`config.mk`:
```
export PLATFORM = sky130hd
export DESIGN_NAME = mini_lab0
export DESIGN_NICKNAME = d
export VERILOG_FILES = /design/src/rtl/mini_lab0.sv
export SDC_FILE = /design/constraint.sdc
export NUM_CORES = 1
export LEC_CHECK = 0
export ABC_AREA = 1
export BUFFER_PORTS_ARGS = -buffer_cell sky130_fd_sc_hd__buf_2
export CAP_MARGIN = 20
export CORE_UTILIZATION = 44
export DETAILED_ROUTE_END_ITERATION = 10
export PLACE_DENSITY = 0.76
export SYNTH_ARGS = -nofsm -noshare
export SYNTH_HDL_FRONTEND = slang
export SYNTH_SLANG_ARGS = --single-unit
```
`constraint.sdc`:
```
create_clock -name clk -period 0.8 [get_ports clk]
set_input_delay 0.04 -clock clk [delete_from_list [all_inputs] [get_ports clk]]
set_output_delay 0.04 -clock clk [all_outputs]
set_load 0.02 [all_outputs]
```
`src/rtl/mini_lab0.sv`:
```
// Lab-board switch-to-LED mirror: two-flop synchronizer, optional per-bit debounce.
// Define MINILAB0_DEBOUNCE_EN to build the debounce counters; otherwise LEDR follows s2 directly.
module mini_lab0 #(
  parameter int unsigned WIDTH           = 10,
  parameter int unsigned DEBOUNCE_CYCLES = 2
) (
  input  logic             clk,
  input  logic             KEY0,
  input  logic [WIDTH-1:0] SW,
  output logic [WIDTH-1:0] LEDR
);

  if (DEBOUNCE_CYCLES < 1 || DEBOUNCE_CYCLES > 3) begin : g_bad_debounce
    $error("mini_lab0: DEBOUNCE_CYCLES must be in 1..3");
  end

  logic [WIDTH-1:0] s1;
  logic [WIDTH-1:0] s2;

  always_ff @(posedge clk) begin
    if (KEY0) begin
      s1 <= '0;
      s2 <= '0;
    end else begin
      s1 <= SW;
      s2 <= s1;
    end
  end

`ifdef MINILAB0_DEBOUNCE_EN

  localparam int unsigned CntW = (DEBOUNCE_CYCLES > 1) ? $clog2(DEBOUNCE_CYCLES) : 1;
  localparam logic [CntW-1:0] CntMax = CntW'(DEBOUNCE_CYCLES - 1);

  logic [CntW-1:0]  cnt      [WIDTH];
  logic [CntW-1:0]  cnt_next [WIDTH];
  logic [WIDTH-1:0] ledr_next;

  // A bit only moves once it has differed from LEDR for DEBOUNCE_CYCLES samples in a row.
  always_comb begin
    ledr_next = LEDR;
    for (int i = 0; i < WIDTH; i++) begin
      cnt_next[i] = '0;
      if (s2[i] != LEDR[i]) begin
        if (cnt[i] == CntMax) begin
          ledr_next[i] = s2[i];
        end else begin
          cnt_next[i] = cnt[i] + 1'b1;
        end
      end
    end
  end

  always_ff @(posedge clk) begin
    if (KEY0) begin
      LEDR <= '0;
      for (int i = 0; i < WIDTH; i++) begin
        cnt[i] <= '0;
      end
    end else begin
      LEDR <= ledr_next;
      for (int i = 0; i < WIDTH; i++) begin
        cnt[i] <= cnt_next[i];
      end
    end
  end

`else

  always_ff @(posedge clk) begin
    if (KEY0) begin
      LEDR <= '0;
    end else begin
      LEDR <= s2;
    end
  end

`endif

endmodule

```
### Word-level counts from Yosys, hierarchy flattened

Cells that the tools add are included.

* flip-flop bits (word level): 30
* bits of input ports: 12

### Depth between registers and ports, before layout

* word-level depth: 0
* gate-level depth with buffers: 2

### Worst setup path before layout

No wires, ideal clock.

* path kind: register to register
* start: reg s2[0]
* end: reg LEDR[0]
* library setup time: 0.112 ns
* cell stages (with the launch flop): 3
* arrival time: 0.337 ns
* required time: 0.688 ns
* slack: 0.351 ns
* cells stage by stage: dfxtp_1 > inv_1 > nor2_1

RTL lines
* start, declared: RTL line 18 `logic [WIDTH-1:0] s2;`
* start signal, assigned: RTL line 23 `s2 <= '0;`
* start signal, assigned: RTL line 26 `s2 <= s1;`
* end signal, assigned: RTL line 72 `LEDR <= '0;`
* end signal, assigned: RTL line 74 `LEDR <= s2;`
* end, declared: RTL line 10 `output logic [WIDTH-1:0] LEDR`

No word-level cell between the ends.

### Final worst setup path

* start: reg LEDR[2]
* end: out LEDR[2]

No word-level cell between the ends.

==> results.cfg <==
[logic_synthesis]
synthFlopType = dfxtp_1
ys.warnings.count = 0
ys_ff_latch = 30
synth_compound_area_share_pct = 0
synth.distinct_cells = 4
synth.area.mux_share_pct = 0
synth-xor-area-share_pct = 0
synth_adder_area_share_pct = 0
synth-edff-count = 0
synth_top_area_share_pct = 69.87
syn_area_per_cell_um2 = 9.243
synth_area_um2 = 859.6
yosys.area_share.simple_pct = 13.10
synth_top_family_by_area = buffers and inverters
synthTopCellsByCount = dfxtp_1, inv_1, nor2_1
seq_area_frac_synth_pct = 69.87
synth_area_leader_cell = dfxtp_1
synth_fp_nets = 105
synth_async_sr_flop_share_pct = 0
synthCells = 93
netlist_top_cells_area = dfxtp_1, inv_1, nor2_1, buf_6

[final_layout]
fin_util_pct = 69.26
drive_above_1_share_pct = 30.77
diodes = 0
area_growth_pct = 43.67
instances_no_fill = 155
layout.nets = 141

[sta]
slew_headroom_pct = 92.15
finalHoldViolations = 0
whs_ns = 0.06429
setup_viol = 9
slew_violations = 0
fin_ws_ns = -0.01129
tns_ns = -0.06257
fmax_mhz = 1233
finalCritPeriodShare_pct = 101.4
fin_skew_ns = 0.007932
worst_slew_pin_slew_ns = 0.1177
rsz0062_at_grt = yes
finalCriticalPeriod_ns = 0.8113

[floorplan]
design.core.area_um2 = 1783
start_util_pct = 48.21
row_count = 15
io-pin-count = 22
die_area_um2 = 2134
die_w_um = 46.20
die_y_um = 46.20

[critical_path]
critPathKind = flip-flop to output pin
required_ns = 0.76
cp_top_family = flip-flops
path_cells = buf_6
worstPathMaxFanout = 1
critPathLaunchType = flip-flop
crit_path_top_delay_cell = dfxtp_2
worst_path_largest_cell_delay_ns = 0.33
cp_data_arrival_time_ns = 0.77
endpoint_kind = output pin
crit_buf_inv = 1

[power_and_ir_drop]
p_leak_nw = 0.6109
peakVddDrop_v = 0.002086
power_density_nw_per_um2 = 2349

[placement]
dp_slack_ns = 0.2938
dp.cells = 137
hpwlAfterDp_um = 653.4
port_buffers = 21
place.gp.congestion = 0.6243

[clock_tree]
clk_latency_ns = 0.32
numCtsBuffers = 5
clk_pin_slew_ns = 0.09
htreeDepth = 2
cts_sinks = 30
cts_tree = yes
clk_path_buf_depth = 2
cts_root_buffer = clkbuf_4

[global_route]
grt-ovfl-total = 0
grtUsageTotal_pct = 13.14
grt_first_pass_wirelength_um = 1759
grt_max_degree = 31
antenna_found_initial = 0
grt_pass1_vias = 478

[detailed_routing]
drt-vias-per-instance = 3.761
drt_iter0_drc = 4
drc = 0
num_vias = 583
wl_per_cell_um = 7.148
final_antenna_net_count = 0
wl_um = 1108
drt_pass1_iterations = 4

[flow_run]
cap_violations = 0

[status]
violations = setup timing
outcome = finished, violations left

[worst_hold_path]
hold_path.class = input pin to flip-flop
## path summary, 6_finish.rpt
check          start      end  slack, ns  depth (start not counted)
max reg2reg    s1[3]    s2[3]       0.30                          2
min             KEY0  LEDR[3]       0.06                          3
max          LEDR[2]  LEDR[2]      -0.01                          1
min reg2reg    s2[0]  LEDR[0]       0.39                          2
## layout make-up
| type | instances | area (um^2) |
|---|---|---|
| Multi-Input combinational cell | 30 | 112.6 |
| Clock buffer | 5 | 37.54 |
| Timing Repair Buffer | 32 | 287.8 |
| Clock inverter | 3 | 40.04 |
| Inverter | 30 | 112.6 |
| Tap cell | 25 | 31.28 |
| Fill cell | 147 | 548.0 |
| Sequential cell | 30 | 613.1 |
## power breakdown
group,switching (W),leakage [nW],internal [W],total (W)
sequential,0.0000170,0.251,0.00155,0.00157
combinational,0.0000818,0.314,0.000107,0.000188
clock,0.000494,0.0450,0.000647,0.00114
total,0.000593,0.611,0.00231,0.00290
## cells by family after synthesis
group,Yosys count
DFF,30
buffers and inverters,33
and+or+nand+nor,30
## tightest hold or removal path, cell delays in order
cell    delay, ns
buf_2        0.10
buf_12       0.16
nor2_1       0.06
## routing by layer
layer	GRT usage (%)	up-vias	wire length, um
met5	0	-	0
met4	14.12	0	51
met3	5.882	7	62
met2	20.56	21	568
met1	11.95	235	425
li1	-	320	-
## sequential cells by signal (all words and copies together) (netlist names)
| register | flops |
|---|---|
| s1 | 10 |
| LEDR | 10 |
| s2 | 10 |
## cells in the final DEF (no fill, tap or decap)
cell type	count
buf_12	1
clkinv_2	2
inv_1	30
bufinv_16	1
buf_2	11
dfxtp_1	20
clkbuf_4	5
buf_6	10
nor2_1	30
dlygate4sd3_1	10
dfxtp_2	10
## timing repair
action                                  CTS  global route
hold endpoints to repair                 10             0
endpoints found under the setup margin   10            10
buffers inserted                          0             0
gates resized for setup                  30             0
hold buffers                             10             0
## metrics by stage
step	cell area, um^2	total power, W
finish	1235	0.002901
global route	1235	0.003022
CTS	1235	0.002938
detailed placement	982.2	0.001739
global placement	982.2	0.001731
floorplan	859.6	0.001691
Power figures use the tool's default switching activity.
